$ cat src/rtl/keypad_pkg.sv
// Shared types, sizes and key map for the 4x4 keypad scanner.
package keypad_pkg;

    localparam int unsigned NUM_ROWS = 4;
    localparam int unsigned NUM_COLS = 4;
    localparam int unsigned ROW_W    = 2;
    localparam int unsigned COL_IDX_W = 2;
    localparam int unsigned CODE_W   = 4;

    // Scanner control states
    typedef enum logic [1:0] {
        ST_SCAN    = 2'd0,
        ST_LOCK    = 2'd1,
        ST_EMIT    = 2'd2,
        ST_RELEASE = 2'd3
    } state_t;

    // Result of decoding a captured column vector
    typedef struct packed {
        logic                 valid;
        logic [COL_IDX_W-1:0] idx;
    } onehot_t;

    // Key codes indexed [row][column bit]; '*' encodes as E, '#' as F
    localparam logic [CODE_W-1:0] KEYMAP [NUM_ROWS][NUM_COLS] = '{
        '{4'h1, 4'h2, 4'h3, 4'hA},
        '{4'h4, 4'h5, 4'h6, 4'hB},
        '{4'h7, 4'h8, 4'h9, 4'hC},
        '{4'hE, 4'h0, 4'hF, 4'hD}
    };

    // Column vector -> index; valid only when exactly one column is set
    function automatic onehot_t onehot_index(input logic [NUM_COLS-1:0] col);
        onehot_t res;
        res.valid = 1'b0;
        res.idx   = '0;
        case (col)
            4'b0001: begin res.valid = 1'b1; res.idx = 2'd0; end
            4'b0010: begin res.valid = 1'b1; res.idx = 2'd1; end
            4'b0100: begin res.valid = 1'b1; res.idx = 2'd2; end
            4'b1000: begin res.valid = 1'b1; res.idx = 2'd3; end
            default: begin res.valid = 1'b0; res.idx = 2'd0; end
        endcase
        return res;
    endfunction

endpackage

$ cat src/rtl/module_keypad_scanner_if.sv
// Key-code handshake between the scanner and the display/entry logic.
interface module_keypad_scanner_if;
    import keypad_pkg::*;

    logic [CODE_W-1:0] key_code;
    logic              key_valid;
    logic              key_ready;
    logic              key_error;

    // Scanner side: offers codes and error pulses
    modport master (
        output key_code,
        output key_valid,
        output key_error,
        input  key_ready
    );

    // Consumer side
    modport slave (
        input  key_code,
        input  key_valid,
        input  key_error,
        output key_ready
    );

endinterface

$ cat src/rtl/module_keypad_scanner_sync2.sv
// Two-flop synchroniser for asynchronous level inputs.
module module_sync2 #(
    parameter int unsigned WIDTH = 1
) (
    input  logic             clk,
    input  logic             reset,
    input  logic [WIDTH-1:0] d,
    output logic [WIDTH-1:0] q
);

    logic [WIDTH-1:0] meta;

    // First stage may go metastable; second stage gives a settled copy
    always_ff @(posedge clk or posedge reset) begin
        if (reset) begin
            meta <= '0;
            q    <= '0;
        end else begin
            meta <= d;
            q    <= meta;
        end
    end

endmodule

$ cat src/rtl/module_keypad_scanner.sv
// 4x4 keypad row scanner: drives rows, feeds the debouncer, and offers one
// encoded key per debounced press on a valid/ready handshake.
module module_keypad_scanner
    import keypad_pkg::*;
#(
    parameter int unsigned SCAN_DIV     = 27000,
    parameter int unsigned ABORT_CYCLES = 4 * SCAN_DIV
) (
    input  logic                 clk,
    input  logic                 reset,
    input  logic [NUM_COLS-1:0]  columnas_in,
    input  logic                 DB_out,
    input  logic [NUM_COLS-1:0]  columna_presionada,
    output logic [NUM_ROWS-1:0]  filas,
    output logic                 button_out,
    module_keypad_scanner_if.master key_if
);

    // SCAN_DIV must be at least 2
    localparam int unsigned DIV_W = $clog2(SCAN_DIV);
    localparam int unsigned ABT_W = (ABORT_CYCLES > 1) ? $clog2(ABORT_CYCLES) : 1;

    localparam logic [DIV_W-1:0] DIV_LAST = DIV_W'(SCAN_DIV - 1);
    localparam logic [ABT_W-1:0] ABT_LAST = ABT_W'(ABORT_CYCLES - 1);

    logic [NUM_COLS-1:0] col_s;

    state_t              state,     state_n;
    logic [ROW_W-1:0]    row,       row_n;
    logic [DIV_W-1:0]    div_cnt,   div_n;
    logic [ABT_W-1:0]    abort_cnt, abort_n;
    logic [CODE_W-1:0]   key_code_q, key_code_n;
    logic                key_valid_q, key_valid_n;
    logic                key_error_q, key_error_n;
    onehot_t             col_hit;

    module_sync2 #(
        .WIDTH (NUM_COLS)
    ) u_col_sync (
        .clk   (clk),
        .reset (reset),
        .d     (columnas_in),
        .q     (col_s)
    );

    assign key_if.key_code  = key_code_q;
    assign key_if.key_valid = key_valid_q;
    assign key_if.key_error = key_error_q;

    // State register and registered outputs
    always_ff @(posedge clk or posedge reset) begin
        if (reset) begin
            state       <= ST_SCAN;
            row         <= '0;
            div_cnt     <= '0;
            abort_cnt   <= '0;
            filas       <= NUM_ROWS'(1);
            button_out  <= 1'b0;
            key_code_q  <= '0;
            key_valid_q <= 1'b0;
            key_error_q <= 1'b0;
        end else begin
            state       <= state_n;
            row         <= row_n;
            div_cnt     <= div_n;
            abort_cnt   <= abort_n;
            filas       <= NUM_ROWS'(1) << row_n;
            button_out  <= |col_s;
            key_code_q  <= key_code_n;
            key_valid_q <= key_valid_n;
            key_error_q <= key_error_n;
        end
    end

    // Next-state and next-output logic
    always_comb begin
        state_n     = state;
        row_n       = row;
        div_n       = div_cnt;
        abort_n     = abort_cnt;
        key_code_n  = key_code_q;
        key_valid_n = key_valid_q;
        key_error_n = 1'b0;
        col_hit     = onehot_index(columna_presionada);

        case (state)
            ST_SCAN: begin
                // Any column activity freezes the row before a step can happen
                if (col_s != '0) begin
                    state_n = ST_LOCK;
                    abort_n = '0;
                end else if (div_cnt == DIV_LAST) begin
                    div_n = '0;
                    row_n = row + ROW_W'(1);
                end else begin
                    div_n = div_cnt + DIV_W'(1);
                end
            end

            ST_LOCK: begin
                abort_n = (col_s == '0) ? abort_cnt + ABT_W'(1) : '0;
                // A qualified press wins over a same-cycle abort
                if (DB_out) begin
                    if (col_hit.valid) begin
                        key_code_n  = KEYMAP[row][col_hit.idx];
                        key_valid_n = 1'b1;
                        state_n     = ST_EMIT;
                    end else begin
                        key_error_n = 1'b1;
                        state_n     = ST_RELEASE;
                    end
                end else if ((col_s == '0) && (abort_cnt == ABT_LAST)) begin
                    state_n = ST_SCAN;
                    div_n   = '0;
                end
            end

            ST_EMIT: begin
                // Key stays offered until taken, even if the press ends
                if (key_valid_q && key_if.key_ready) begin
                    key_valid_n = 1'b0;
                    state_n     = ST_RELEASE;
                end
            end

            ST_RELEASE: begin
                if (!DB_out) begin
                    state_n = ST_SCAN;
                    div_n   = '0;
                end
            end

            default: begin
                state_n = ST_SCAN;
                div_n   = '0;
            end
        endcase
    end

endmodule

$ cat src/flat_wrapper.sv
// flat-port wrapper written by rule: the top's interface ports become plain ports
module module_keypad_scanner_flat import keypad_pkg::*;
#(
    parameter int unsigned SCAN_DIV     = 27000,
    parameter int unsigned ABORT_CYCLES = 4 * SCAN_DIV
)
  (clk, reset, columnas_in, DB_out, columna_presionada, filas, button_out, key_if_key_code, key_if_key_valid, key_if_key_error, key_if_key_ready);
  module_keypad_scanner_if key_if_i ();
  input  logic clk;
  input  logic reset;
  input  logic [NUM_COLS-1:0] columnas_in;
  input  logic DB_out;
  input  logic [NUM_COLS-1:0] columna_presionada;
  output logic [NUM_ROWS-1:0] filas;
  output logic button_out;
  output wire logic [$bits(key_if_i.key_code)-1:0] key_if_key_code;
  output wire logic [$bits(key_if_i.key_valid)-1:0] key_if_key_valid;
  output wire logic [$bits(key_if_i.key_error)-1:0] key_if_key_error;
  input wire logic [$bits(key_if_i.key_ready)-1:0] key_if_key_ready;
  assign key_if_key_code = key_if_i.key_code;
  assign key_if_key_valid = key_if_i.key_valid;
  assign key_if_key_error = key_if_i.key_error;
  assign key_if_i.key_ready = key_if_key_ready;
  module_keypad_scanner #(.SCAN_DIV(SCAN_DIV), .ABORT_CYCLES(ABORT_CYCLES)) u_core (.clk(clk), .reset(reset), .columnas_in(columnas_in), .DB_out(DB_out), .columna_presionada(columna_presionada), .filas(filas), .button_out(button_out), .key_if(key_if_i));
endmodule
$ cat config.mk
export PLATFORM = sky130hd
export DESIGN_NAME = module_keypad_scanner_flat
export DESIGN_NICKNAME = d
export VERILOG_FILES = /design/src/rtl/keypad_pkg.sv /design/src/rtl/module_keypad_scanner_if.sv /design/src/rtl/module_keypad_scanner_sync2.sv /design/src/rtl/module_keypad_scanner.sv /design/src/flat_wrapper.sv
export SDC_FILE = /design/constraint.sdc
export NUM_CORES = 1
export LEC_CHECK = 0
export ABC_AREA = 0
export CAP_MARGIN = 10
export CORE_UTILIZATION = 50
export DETAILED_ROUTE_END_ITERATION = 10
export GPL_ROUTABILITY_DRIVEN = 0
export GPL_TIMING_DRIVEN = 0
export PLACE_DENSITY = 0.82
export SYNTH_ARGS = -nofsm -noshare
export SYNTH_HDL_FRONTEND = slang
export SYNTH_HIERARCHICAL = 1
export SYNTH_SLANG_ARGS = --single-unit
export TNS_END_PERCENT = 10
$ cat constraint.sdc
create_clock -name clk -period 7 [get_ports clk]
set_clock_uncertainty 0.2 [all_clocks]
set_input_delay 1.05 -clock clk [delete_from_list [all_inputs] [get_ports clk]]
set_output_delay 1.05 -clock clk [all_outputs]
set_load 0.01 [all_outputs]
Word-level counts from Yosys, hierarchy flattened
Index checks and enable logic that the tools add are counted.

cells by class
  add/subtract/negate cells = 3
  mux-type cells = 33
  order comparisons = 2
  shifts and indexed selects = 1
  bitwise logic cells = 2
  eq/ne operators = 18
  reductions and logical operators = 14

operator list
  kind                   number
  $mux 15                5
  $pmux 15 s3            1
  $mux 17                2
  $pmux 17 s2            1
  $bmux 16 s2            1
  $mux 16                2
  $add 17x1->17 const B  1
  $eq 17x17->1 const B   1
  $mux 2                 8
  $add 15x1->15 const B  1
  $eq 15x15->1 const B   1
  $pmux 3 s4             1
  $bmux 4 s2             1
  $mux 4                 2
  $ne 2x1->1 const B     4
  $ne 2x2->1 const B     4
  $pmux 2 s4             1
  $reduce_and 4->1       2
  $mux 1                 7
  $ge 3x3->1 const B     2
  $not 2->3              2
  $reduce_and 5->1       1
  $eq 2x2->1 const B     2
  $eq 4x1->1 const B     1
  other kinds (17)       19

storage, ports and cells
  input bits = 12
  register bits after elaboration = 55
  output and inout bits = 11

Logic depth before layout (Yosys ltp)
  depth in word-level cells = 7
  depth in mapped cells = 7
  gate-level depth less buffers = 7

By module
Netlist, hierarchy kept.

by module, submodules not included
  module                 cells each  instances  area each (um^2)
  module_keypad_scanner  305         1          2716.4
  module_sync2           9           1          203.9

Worst setup path before layout
No wires, ideal clock.

  path type = input-to-reg
  start point = in columna_presionada[0]
  end point = reg u_core.key_code_q[3], in the netlist u_core/key_if.key_code[3]
  setup time = 0.125 ns
  data arrival time = 2.507 ns
  path buffers = 1
  path slack = 4.169 ns
  cell stages on the path = 5
  cells stage by stage = clkbuf_1 > nor4b_1 > a211oi_1 > nor3_2 > mux2_2

on the way
  cells in the longest elaborated chain, start to end = 6
  elaborated cells on any way between the ends = 10
  those cells by class = 4 x eq/ne; 4 x mux; 1 x bitwise; 1 x reduce/logical

RTL lines
  item                                        line                          source
  from (decl)                                 flat_wrapper.sv:13            input logic [NUM_COLS-1:0] columna_presionada;
  $eq 4x4->1 (tied with other cells)          keypad_pkg.sv:37              case (col)
  $pmux 3 s4 *                                keypad_pkg.sv:37
  $not 2->3 (not written as such)             module_keypad_scanner.sv:105  key_code_n = KEYMAP[row][col_hit.idx];
  $bmux 4 s2                                  module_keypad_scanner.sv:105
  $mux 4 (not written as such) (2 in series)  module_keypad_scanner.sv:105
  to (signal assigned)                        module_keypad_scanner.sv:69   key_code_q <= key_code_n;
  to (decl)                                   module_keypad_scanner.sv:32   logic [CODE_W-1:0] key_code_q, key_code_n;

Every way passes the cells marked *; elsewhere a longest branch is shown, timed or not. The select of a mux whose other input is x is not followed.
A chain may end at the register's enable or synchronous reset.

Final worst setup path
  start point = in DB_out
  end point = reg u_core.div_cnt[6]

on the way
  cells in the longest elaborated chain, start to end = 2
  elaborated cells on any way between the ends = 3
  those cells by class = 2 x eq/ne; 1 x reduce/logical

RTL lines
  item                                 line                         source
  from (decl)                          flat_wrapper.sv:12           input logic DB_out;
  $ne 2x2->1 (no source line)          --
  $reduce_and 5->1 (no source line) *  --
  to (signal assigned)                 module_keypad_scanner.sv:65  div_cnt <= div_n;
  to (decl)                            module_keypad_scanner.sv:30  logic [DIV_W-1:0] div_cnt, div_n;

Every way passes the cells marked *; elsewhere a longest branch is shown, timed or not.

==> impl.org <==
** Logic synthesis
- Averaged over all synthesized cells, the footprint is ~9.3 um^2.
- The share of synthesized area in the top cell type comes to 0.4627.
- Synthesized-area fraction occupied by and/or/nand/nor cells :: 0.2494
- Total nets after synthesis :: 334
- Sequential fraction of the synthesis area :: 0.4717
- The compound-gate portion of the synthesized area came to 0.1868.
- Post-synthesis cell type with the largest combined area :: sky130_fd_sc_hd__dfrtp_1
- Leading cell type by number of instances after synthesis :: sky130_fd_sc_hd__dfrtp_1
- Area of the mapped netlist :: ~2900 um^2
- For this run, the number of Yosys warnings is 6.
- Counting every instance in the synthesized netlist gives 314.
- By count the netlist is led by sky130_fd_sc_hd__dfrtp_1 (54), sky130_fd_sc_hd__o21ai_0 (33), sky130_fd_sc_hd__nand2_1 (28), sky130_fd_sc_hd__nor2_1 (28), sky130_fd_sc_hd__nand3_1 (17).
- Number of enable-type register cells in the synthesized netlist :: 0
- By area the synthesized netlist is led by sky130_fd_sc_hd__dfrtp_1 (46%), sky130_fd_sc_hd__o21ai_0 (5.7%), sky130_fd_sc_hd__nand2_1 (3.6%).
- Among all flip-flop cells after synthesis, the most frequent one is sky130_fd_sc_hd__dfrtp_1.
- Synth async-reset ratio :: 1.000
- After synthesis, the netlist uses 57 different library cells.
- After synthesis, the largest family of logic cells by area is simple AND/OR/NAND/NOR gates.
- Of the total synthesized cell area, the portion taken by full adders, half adders and majority gates is 0.03428.
- Synthesis-stage register bit count :: 55
- After synthesis, the share of cell area in mux cells is 0.008997.
- Of the total synthesized cell area, the portion taken by XOR and XNOR cells is 0.008569.

** GRT
- Met1 capacity usage during global routing :: 0.2931
- met2 is the most crowded layer.
- Met2 Resource Use GR :: 0.3377
- GR met3 Demand/Resource :: 0.03140
- Global route total overflow :: 0
- Entering global routing, the biggest net connects 40 pins.
- Initial antenna violation count :: 0
- Number of global-route vias before repair :: 2,338
- Across every metal layer, demand over resource in global routing totals 0.2136.
- Wire length of the first global-routing pass :: between 10 and 15 mm

** CTS
- The tree built by TritonCTS fans out to between 50 and 60 sinks.
- Clock tree synthesis selected as its root buffer the cell sky130_fd_sc_hd__clkbuf_8.
- Clk pin slew, worst setup/hold paths :: 0.09 ns
- Post-CTS repair changed the size of 0 cells.
- After clock tree synthesis, the setup repair step added 0 buffers.
- The longest clock path from root to sink contains 2 buffers.
- In this run the number of H-tree levels came out at 2.
- Cts hold-fix bufs :: 0
- Clock latency on the worst-skew pair, taken at its later pin, is 0.31 ns.
- CTS Buf Count :: 5
- TritonCTS clock tree :: yes

** Worst setup path
- Critical Path RT :: roughly 7 ns
- Of all nets on the critical path, the largest fanout is 10.
- Launching element type of the critical path :: primary input
- Worst Reg2Reg Path Length in Cells :: 7
- Class of the most critical setup path :: primary input to flop
- Signal arrival time at the worst endpoint :: 3.13 ns
- CP Capture Type :: flop

** Detailed routing
- After the first detailed-routing iteration, the DRC count stood at 268.
- # DRC :: 0
- Pre-Repair DR Iteration Count :: 5
- Once detail routing completed, the nets flagged for antenna violations numbered 0.
- The routed design has between 5 and 6 mm of wire.
- Detailed routing inserted a total of between 2,000 and 2,500 vias.
- In the final routed layout, each cell accounts on average for 14.32 um.
- Using the TritonRoute via totals, the vias-per-cell ratio works out to 5.937.

** STA
- Setup violation total in the final timing report :: 0
- Worst slew margin relative to its limit :: 0.6113
- Max-slew violations :: 0
- Transition time at the pin with the least slew margin :: 0.5750 ns
- For the final routed database, the setup TNS stands at 0 ns.
- Based on the critical path, the design can be clocked at up to approximately 320 MHz.
- Unrepaired setup endpoints after global routing :: false
- The final hold violation count was 0.
- Of the available clock period, the critical path in the final layout requires 0.4469.
- Time the final worst path needs with I/O delays and setup :: 3.128 ns
- Final WS setup :: 3.872 ns

** Min path
- The worst hold path belongs to the class flop to flop.
- Worst Hold Depth :: 0

** Outcome
- The run finished with clean final reports.

** Cells and area
- Multi-input gate area :: 1425 um^2
- Antenna diode count :: 0
- Of the cells placed in the final design, the portion with a size suffix greater than 1 is 0.06997.
- Fill cells in the final layout number 466.
- Sequential cell area :: approximately 1400 um^2
- Layout overhead on the synthesized area :: 14.18%
- Utilization after layout :: 0.5982
- Number of nets in the final layout :: 362

** Placement
- The count of buffers added on input and output ports is 20.
- Worst slack after detailed placement :: ~3.6 ns
- Detail Placement HPWL :: 4.175 mm

** Floorplanning
- Row count :: 27
- Area enclosed by the die boundary :: between 6000 and 7000 um^2
- The initial utilization of the core area, before any placement, comes to 0.5239.
- After floorplanning, the core was sized to cover ~5600 um^2.
- The die is 78.43 um tall.
- Ports :: 23
- DIE WIDTH :: 78.43 um

** Pwr
- IR analysis of the VDD net gives a maximum drop of around 0.093 mV.
- In this run the power density over the cells is 161.3 nW/um^2.
- Leak pwr :: roughly 1.4 nW

** Run
- Max-cap violation count :: 0
==> worst max-delay path: stages <==
cell and delay [ns]:
sky130_fd_sc_hd__clkdlybuf4s50_1 0.56, sky130_fd_sc_hd__nor4bb_1 0.09, sky130_fd_sc_hd__and4_1 0.22, sky130_fd_sc_hd__a211oi_2 0.55, sky130_fd_sc_hd__clkbuf_1 0.41, sky130_fd_sc_hd__o21ai_0 0.17, sky130_fd_sc_hd__o41ai_1 0.08
==> routing by layer <==
metal	routed length, um	part of all wire
met1	2766	0.47
met2	2784	0.47
met3	280	0.047
met4	111	0.019
met5	0	0
==> cell type report <==
class                           count  share of cell area
Multi-Input combinational cell    229              0.4274
Sequential cell                    55              0.4131
Timing Repair Buffer               21             0.06604
Clock buffer                        7             0.02889
Tap cell                           72             0.02702
Buffer                             15             0.01839
Inverter                           15             0.01689
Clock inverter                      1            0.002251
==> sequential cells by signal, summed over array words and instances, names as in the netlist, named ones only <==
register                 flops
u_core/row                   2
u_core/key_if.key_valid      1
u_core/u_col_sync/meta       4
u_core/filas                 4
u_core/div_cnt              15
u_core/key_if.key_error      1
u_core/button_out            1
u_core/u_col_sync/q          4
u_core/key_if.key_code       4
u_core/abort_cnt            17
u_core/state                 1
==> kinds of logic after synthesis <==
kind of cell               after synthesis
xor gates and xnor gates                 2
DFF                                     55
buffers and inverters                   30
and+or+nand+nor                        131
AOI/OAI and AO/OA                       86
muxes                                    2
adders and majority gates                8
==> cell usage in the layout (no fill, tap or decap), drive strengths merged, types with 2 or more instances in the layout <==
cell type	n
a211oi	4
a21o	7
a21oi	13
a22o	2
a31oi	7
and3	3
and4	6
buf	3
clkbuf	20
clkdlybuf4s50	20
dfrtp	54
ha	8
inv	15
mux2	2
nand2	29
nand2b	2
nand3	17
nand4	8
nor2	28
nor2b	3
nor3	12
nor3b	5
nor4	3
nor4b	2
o211ai	3
o21ai	33
o311ai	3
o31ai	3
o41ai	2
or3	4
or4	3
==> power breakdown <==
part           switching (W)  internal (W)
Clock               0.000101     0.0000901
Combinational      0.0000157     0.0000104
Sequential       0.000000793      0.000320
Total               0.000117      0.000420
==> path summary, 6_finish.rpt <==
path	from	endpoint	slack, ns
hold reg to reg	u_core/u_col_sync/meta[2]$_DFF_PP0_	u_core/u_col_sync/q[2]$_DFF_PP0_	0.15
setup reg to reg	u_core/abort_cnt[0]$_DFFE_PP0P_	u_core/div_cnt[6]$_DFFE_PP0P_	4.36
setup / recovery	DB_out	u_core/div_cnt[6]$_DFFE_PP0P_	3.87
hold / removal	u_core/u_col_sync/meta[2]$_DFF_PP0_	u_core/u_col_sync/q[2]$_DFF_PP0_	0.15
max in group asynchronous	reset	u_core/filas[0]$_DFF_PP1_	5.29
min in group asynchronous	reset	u_core/div_cnt[10]$_DFFE_PP0P_	0.79
==> metrics by stage <==
stage / cells / area, um^2 / hold WS [ns] / total power, W
6_report: 415 / 3334 / 0.1541 / 0.0005379
3_3_place_gp: 406 / 3211 / 0.1331 / 0.0003511
3_5_place_dp: 407 / 3231 / 0.1347 / 0.0003535
2_1_floorplan: 314 / 2920 / 0.1312 / 0.0003417
5_1_grt: 415 / 3334 / 0.1660 / 0.0005604
4_1_cts: 415 / 3334 / 0.1565 / 0.0005467
Power figures use the tool's default switching activity.
